### src/rtl/controle_varredura_matriz.sv
// LED matrix row-scan controller: reads one row per slot, shows it, blanks, advances.
// Optional VARREDURA_BRILHO_EN adds a brilho[2:0] input that sets the column duty cycle.
module controle_varredura_matriz #(
  parameter int LINHAS        = 8,
  parameter int COLUNAS       = 8,
  parameter int T_LINHA       = 1000,
  parameter int T_APAGA       = 50,
  parameter int QUADROS_PISCA = 25
) (
  input  logic                      clock,
  input  logic                      reset,
  input  logic                      habilita,
  input  logic                      piscar,
`ifdef VARREDURA_BRILHO_EN
  input  logic [2:0]                brilho,
`endif
  input  logic [COLUNAS-1:0]        mem_dados,
  output logic [$clog2(LINHAS)-1:0] mem_endereco,
  output logic                      mem_le,
  output logic [LINHAS-1:0]         linhas,
  output logic [COLUNAS-1:0]        colunas,
  output logic                      quadro_fim,
  output logic [2:0]                db_estado
);

  localparam int AW   = $clog2(LINHAS);
  localparam int TMAX = (T_LINHA > T_APAGA) ? T_LINHA : T_APAGA;
  localparam int CW   = $clog2(TMAX);
  localparam int QW   = $clog2(QUADROS_PISCA + 1);

  localparam logic [2:0] OCIOSO   = 3'd0;
  localparam logic [2:0] LE_LINHA = 3'd1;
  localparam logic [2:0] ESPERA   = 3'd2;
  localparam logic [2:0] EXIBE    = 3'd3;
  localparam logic [2:0] APAGA    = 3'd4;
  localparam logic [2:0] PROXIMA  = 3'd5;

  logic [2:0]         state_q, state_d;
  logic [AW-1:0]      row_q, row_d;
  logic [CW-1:0]      cnt_q, cnt_d;
  logic [QW-1:0]      fcnt_q, fcnt_d;
  logic               vis_q, vis_d;
  logic               visq_q, visq_d;
  logic [COLUNAS-1:0] lin_q, lin_d;
  logic               ultima, fim, acende;

  assign ultima = (row_q == AW'(LINHAS - 1));
  assign fim    = habilita && (state_q == PROXIMA) && ultima;

  always_comb begin
    state_d = state_q;
    row_d   = row_q;
    cnt_d   = cnt_q;
    lin_d   = lin_q;
    if (!habilita) begin
      state_d = OCIOSO;
      row_d   = '0;
    end else begin
      case (state_q)
        OCIOSO:   state_d = LE_LINHA;
        LE_LINHA: state_d = ESPERA;
        ESPERA: begin
          lin_d   = mem_dados;
          cnt_d   = '0;
          state_d = EXIBE;
        end
        EXIBE: begin
          if (cnt_q == CW'(T_LINHA - 1)) begin
            cnt_d   = '0;
            state_d = APAGA;
          end else begin
            cnt_d = cnt_q + 1'b1;
          end
        end
        APAGA: begin
          if (cnt_q == CW'(T_APAGA - 1)) begin
            cnt_d   = '0;
            state_d = PROXIMA;
          end else begin
            cnt_d = cnt_q + 1'b1;
          end
        end
        PROXIMA: begin
          row_d   = ultima ? '0 : row_q + 1'b1;
          state_d = LE_LINHA;
        end
        default: state_d = OCIOSO;
      endcase
    end
  end

  // Blink state changes freely, but the shown visibility only moves at frame starts.
  always_comb begin
    vis_d  = vis_q;
    fcnt_d = fcnt_q;
    visq_d = visq_q;
    if (!piscar) begin
      vis_d  = 1'b1;
      fcnt_d = '0;
    end else if (fim) begin
      if (fcnt_q == QW'(QUADROS_PISCA - 1)) begin
        fcnt_d = '0;
        vis_d  = ~vis_q;
      end else begin
        fcnt_d = fcnt_q + 1'b1;
      end
    end
    if (fim || (habilita && state_q == OCIOSO))
      visq_d = vis_d;
  end

`ifdef VARREDURA_BRILHO_EN
  int lim;
  always_comb begin
    lim    = ((int'(brilho) + 1) * T_LINHA) / 8;
    acende = (int'(cnt_q) < lim);
  end
`else
  assign acende = 1'b1;
`endif

  always_ff @(posedge clock or posedge reset) begin
    if (reset) begin
      state_q <= OCIOSO;
      row_q   <= '0;
      cnt_q   <= '0;
      fcnt_q  <= '0;
      vis_q   <= 1'b1;
      visq_q  <= 1'b1;
      lin_q   <= '0;
    end else begin
      state_q <= state_d;
      row_q   <= row_d;
      cnt_q   <= cnt_d;
      fcnt_q  <= fcnt_d;
      vis_q   <= vis_d;
      visq_q  <= visq_d;
      lin_q   <= lin_d;
    end
  end

  always_comb begin
    mem_endereco = row_q;
    mem_le       = (state_q == LE_LINHA);
    linhas       = '0;
    colunas      = '0;
    if (state_q == EXIBE) begin
      linhas = LINHAS'(1) << row_q;
      if (visq_q && acende)
        colunas = lin_q;
    end
    quadro_fim = fim;
    db_estado  = (state_q > PROXIMA) ? 3'd7 : state_q;
  end

endmodule

### config.mk
export PLATFORM = sky130hd
export DESIGN_NAME = controle_varredura_matriz
export DESIGN_NICKNAME = d
export VERILOG_FILES = /design/src/rtl/controle_varredura_matriz.sv
export SDC_FILE = /design/constraint.sdc
export NUM_CORES = 1
export LEC_CHECK = 0
export CORE_UTILIZATION = 52
export DETAILED_ROUTE_END_ITERATION = 7
export PLACE_DENSITY = 0.76
export SYNTH_ARGS = -nofsm -noshare
export SYNTH_HDL_FRONTEND = slang
export SYNTH_SLANG_ARGS = --single-unit
### constraint.sdc
create_clock -name clock -period 2.45 [get_ports clock]
set_input_delay 0.49 -clock clock [delete_from_list [all_inputs] [get_ports clock]]
set_output_delay 0.49 -clock clock [all_outputs]
set_load 0.005 [all_outputs]
* Word level (Yosys, flattened, before mapping)
Cells that the tools add are included.
Storage, ports and cells: input port bits 12, output and inout port bits 24, flip-flop bits (word level) 31, word-level logic and storage cells 56
Cells by class: shift operators 1, $lt $le $gt $ge 1, muxes and demuxes 20, equal/unequal tests 13, reduce and logical (&&, ||, !) cells 10, add/sub/neg operators 3, bitwise logic cells 1
Operators with widths (number):
- $pmux 10 s3 | 1
- $mux 8 | 3
- $mux 3 | 7
- $mux 10 | 2
- $mux 5 | 3
- $pmux 3 s5 | 1
- $add 10x1->10 const B | 1
- $eq 10x10->1 const B | 1
- $eq 10x6->1 const B | 1
- $eq 3x3->1 const B | 3
- $shl 1x3->8 const A | 1
- $eq 3x2->1 const B | 2
- $ne 3x3->1 const B | 2
- $reduce_and 2->1 | 3
- $add 5x1->5 const B | 1
- $eq 5x5->1 const B | 1
- $ne 2x1->1 const B | 2
- $add 3x1->3 const B | 1
- $eq 3x1->1 const B | 1
- $gt 3x3->1 const B | 1
- $logic_and 1x1->1 | 3
- $logic_not 3->1 | 1
- $mux 1 | 3
- $reduce_bool 3->1 | 1
- other kinds (3) | 3

* Depth between registers and ports, before layout
depth after elaboration 5, depth in mapped cells 8

* Least setup slack after synthesis
Ideal clock, no wire load.
path type register to output, start point register row_q[0], in the netlist mem_endereco[0], end point output quadro_fim, cell stages (with the launch flop) 7, arrival time 1.425 ns, slack 0.535 ns, cells stage by stage dfrtp_1 -> ha_1 -> ha_1 -> nand3_1 -> or2_2 -> clkbuf_1 -> inv_1
Between the ends: longest elaborated chain between the ends 2
Ends and longest elaborated chain:
- start: declaration | line 39 | logic [AW-1:0] row_q, row_d;
- start signal: assignment | line 133 | row_q <= row_d;
- $eq 3x3->1 | line 47 | assign ultima = (row_q == AW'(LINHAS - 1));
- $logic_and 1x1->1 | line 48 | assign fim = habilita && (state_q == PROXIMA) && ultima;
- end: declaration | line 22 | output logic quadro_fim,
Every way passes these cells.

* Worst setup path in the final report
start point register row_q[1], in the netlist mem_endereco[1], end point output linhas[7]
Between the ends: longest elaborated chain between the ends 2
Ends and longest elaborated chain:
- $shl 1x3->8 | line 148 | linhas = LINHAS'(1) << row_q;
- $mux 8 | line 147 | if (state_q == EXIBE) begin
- end: declaration | line 20 | output logic [LINHAS-1:0] linhas,
Every way passes these cells.

==> results by group <==
Yosys
  – Post-synthesis compound-gate area fraction: a little over an eighth
  – Ys async rst share: 100%
  – Syn Area/Cell: 9.37 um^2
  – Post-synth EDFFs: 0
  – Proportion of synthesized area in mux cells: 5.88%
  – Synth warn: 0
  – Primary FF master, synth: dfrtp_1
  – Xor/xnor share of the synthesized area: 0.925%
  – Post-synthesis sequential element count: 31
  – Synth area leaders: dfrtp_1, ha_1, and3_1
  – Netlist Area Pre-Place: 1890 um^2
  – Seq/Total Area, Yosys: between 40% and 50%
  – Synth Area in Simple Gates: 26.6%
  – Largest family of logic cells by synthesized area: simple AND/OR/NAND/NOR gates
  – Post-Synth Adder-Cell Area: ~6.6%
  – Cells after Synth: between 200 and 250
  – Synth cell types: 46
  – Post-synth top area share: 38.3%
  – Dominant cell type by area after synthesis: dfrtp_1
  – Syn Nets: 224

Timing
  – Fin worst setup slack: roughly 130 ps
  – Slew @ Worst Pin: 1180 ps
  – Final min period: 2320 ps
  – Final-report hold violation count: 0
  – Slew Viols, Final: 0
  – Skew final: 5.52 ps
  – Final critical-path share of the clock period: 94.5%
  – Setup tns final: 0 ps
  – Final Setup Violations: 0
  – RSZ-0062 raised after global routing: no
  – Hold WS: 507 ps
  – Fmax: 432 MHz
  – Max-slew headroom: 20.9%

Final layout
  – Antenna cell count: 0
  – Most common cell after layout, fill and taps aside: clkdlybuf4s50_1
  – Non-filler cells, final: 288
  – Sequential Area: just under 800 um^2
  – Area delta synth->final: 26.9%
  – Fraction of layout cells with a size suffix above 1: around 17%
  – Final core utilization: a little over two thirds
  – Final net count: approximately 260
  – Multi-input logic area: 1020 um^2
  – Filler cells: 283
  – Final Cell Area: 2400 um^2
  – Most frequent cells in the layout: clkdlybuf4s50_1, dfrtp_1, nand2_1, and3_1, inv_1

Placed design
  – Buffers on Ports: 35
  – GP Congestion: 0.802
  – Post-DP HPWL: between 2000 and 3000 um
  – Placed cell area: roughly 2300 um^2
  – Place WS: -9.72 ps
  – Inst Count DP: 278

Worst setup path
  – Worst EP arrival: 1830 ps
  – Critical Path RT: approximately 2000 ps
  – Worst setup EP type: primary output
  – Crit-path max FO: 4
  – Reg2Reg Capture Point: cnt_q[7]
  – Reg-to-reg slack, setup: 200 ps
  – Critical path class: reg2out
  – FF-to-FF Start: cnt_q[0]
  – Startpoint Class: flip-flop
  – R2R cell count: 5

Global routing
  – Overflow after GRT: 0
  – Initial antenna violation count: 0
  – Largest net degree at the start of global routing: 32
  – First-pass GRT wire length: 6860 um
  – GRT Overall Usage: approximately 22%
  – Vias in the first global route: 1,553

Floorplan
  – Cell Rows: 21
  – Initial Util: 55.4%
  – Core Region: 3420 um^2
  – Io pins: 36
  – Die Area: 3890 um^2
  – Die Height: 62.3 um
  – Die Width: slightly above 60 um

Clock network
  – Sink Count: 31
  – Clock slew at reported path FFs: 90 ps
  – CTS Hold Bufs: 0
  – CTS tree: yes
  – Total CTS buffers: 5
  – Clk Latency, worst-skew pair: between 300 and 400 ps
  – CTS HTree Levels: 2
  – Max Root-Sink Buffers: 2
  – CTS Root Cell: clkbuf_4

Pwr
  – Clock Power Share: 24.2%
  – Switching share of total power: 30.5%
  – P_leak: 1.02 nW
  – Total power: 1.39 mW
  – Max IR drop VDD: 344 uV
  – P_int: 0.970 mW
  – Gate power share: a little under a quarter
  – Flop pwr share: 53.2%
  – Pwr per Cell Area: 581 nW/um^2
  – Net load switching power: 0.425 mW

Route
  – DRT Pass-1 Iters: 4
  – Routed WL: around 3900 um
  – Vias: about 1.6k
  – DRT iter0 DRCs: 93
  – WL per Instance: 13.6 um
  – Final antenna-violating net count: 0
  – Drt drc: 0
  – Vias/cell: 5.68

Min path
  – Critical hold path startpoint: lin_q[7]
  – Worst Hold Class: reg2reg
  – Hold path cells: 1
  – Hold endpoint: lin_q[7]

Outcome
  – Status: finished clean

Job
  – Maxcap violations: 0
## logic make-up (layout without fill, tap and decap cells)
family	after synthesis	in the layout
AOI/OAI and AO/OA	36	36
DFF	31	31
adders and majority gates	10	10
and+or+nand+nor	87	87
xor gates and xnor gates	2	2
muxes	10	10
buffers and inverters	26	66
## sequential cells by signal (all words and copies together) (netlist names)
signal,flops
cnt_q,10
lin_q,8
fcnt_q,5
visq_q,1
mem_endereco,3
vis_q,1
state_q,3
## layer usage
| layer | part of all wire (%) | GRT usage [%] | routed length (um) | vias up |
|---|---|---|---|---|
| li1 | - | - | - | 798 |
| met1 | 44 | 28.4 | 1740 | 781 |
| met2 | 49 | 37.0 | 1940 | 50 |
| met3 | 4.8 | 5.15 | 186 | 6 |
| met4 | 1.2 | 6.40 | 47 | 0 |
| met5 | 0 | 0 | 0 | - |
## power by group through the flow
stage / Combinational [mW] / Sequential [mW] / Clock, mW
after global routing: 0.355 / 0.763 / 0.366
final: 0.315 / 0.742 / 0.337
after global placement: 0.304 / 0.743 / 0
after detailed placement: 0.314 / 0.747 / 0
after floorplan: 0.243 / 0.700 / 0
after CTS: 0.317 / 0.739 / 0.346
## cell usage after synthesis, types with 3 or more instances
cell and number:
nor3_1 6, nand3_1 11, and3_1 17, dfrtp_1 29, nand2_1 17, nor2_1 6
ha_1 10, clkbuf_1 9, nor2b_1 4, o211ai_1 7, a21oi_1 3, o21ai_0 11
nand2b_1 3, nand4_1 3, mux2_2 9, a31oi_1 3, buf_2 4, inv_1 12
## worst max path at each step
stage | startpoint | endpoint | depth (start not counted)
global route | cnt_q[0] | cnt_q[7] | 5
floorplan | mem_endereco[0] | quadro_fim | 6
global placement | habilita | quadro_fim | 5
CTS | state_q[0] | linhas[1] | 3
detailed placement | habilita | quadro_fim | 5
finish | mem_endereco[1] | linhas[7] | 5
## cell type report
cell class | count | area share (%)
clock buffer | 8 | 2.86
timing repair buffer | 46 | 18.0
tap | 46 | 2.40
sequential | 31 | 32.4
multi-input combinational | 145 | 42.4
inverter | 12 | 1.88
## repair_timing
action	4_1_cts	5_1_grt
resized for setup	6	2
setup buffers	2	0
endpoints found under the hold margin	0	0
endpoints found under the setup margin	16	14
pin swaps	1	0
## critical path, stage by stage (launching register included)
cell and delay, ps:
dfrtp_1 390, ha_2 200, ha_2 180, buf_4 140, and3_1 150, clkdlybuf4s50_1 430
(Power assumes the default switching activity.)
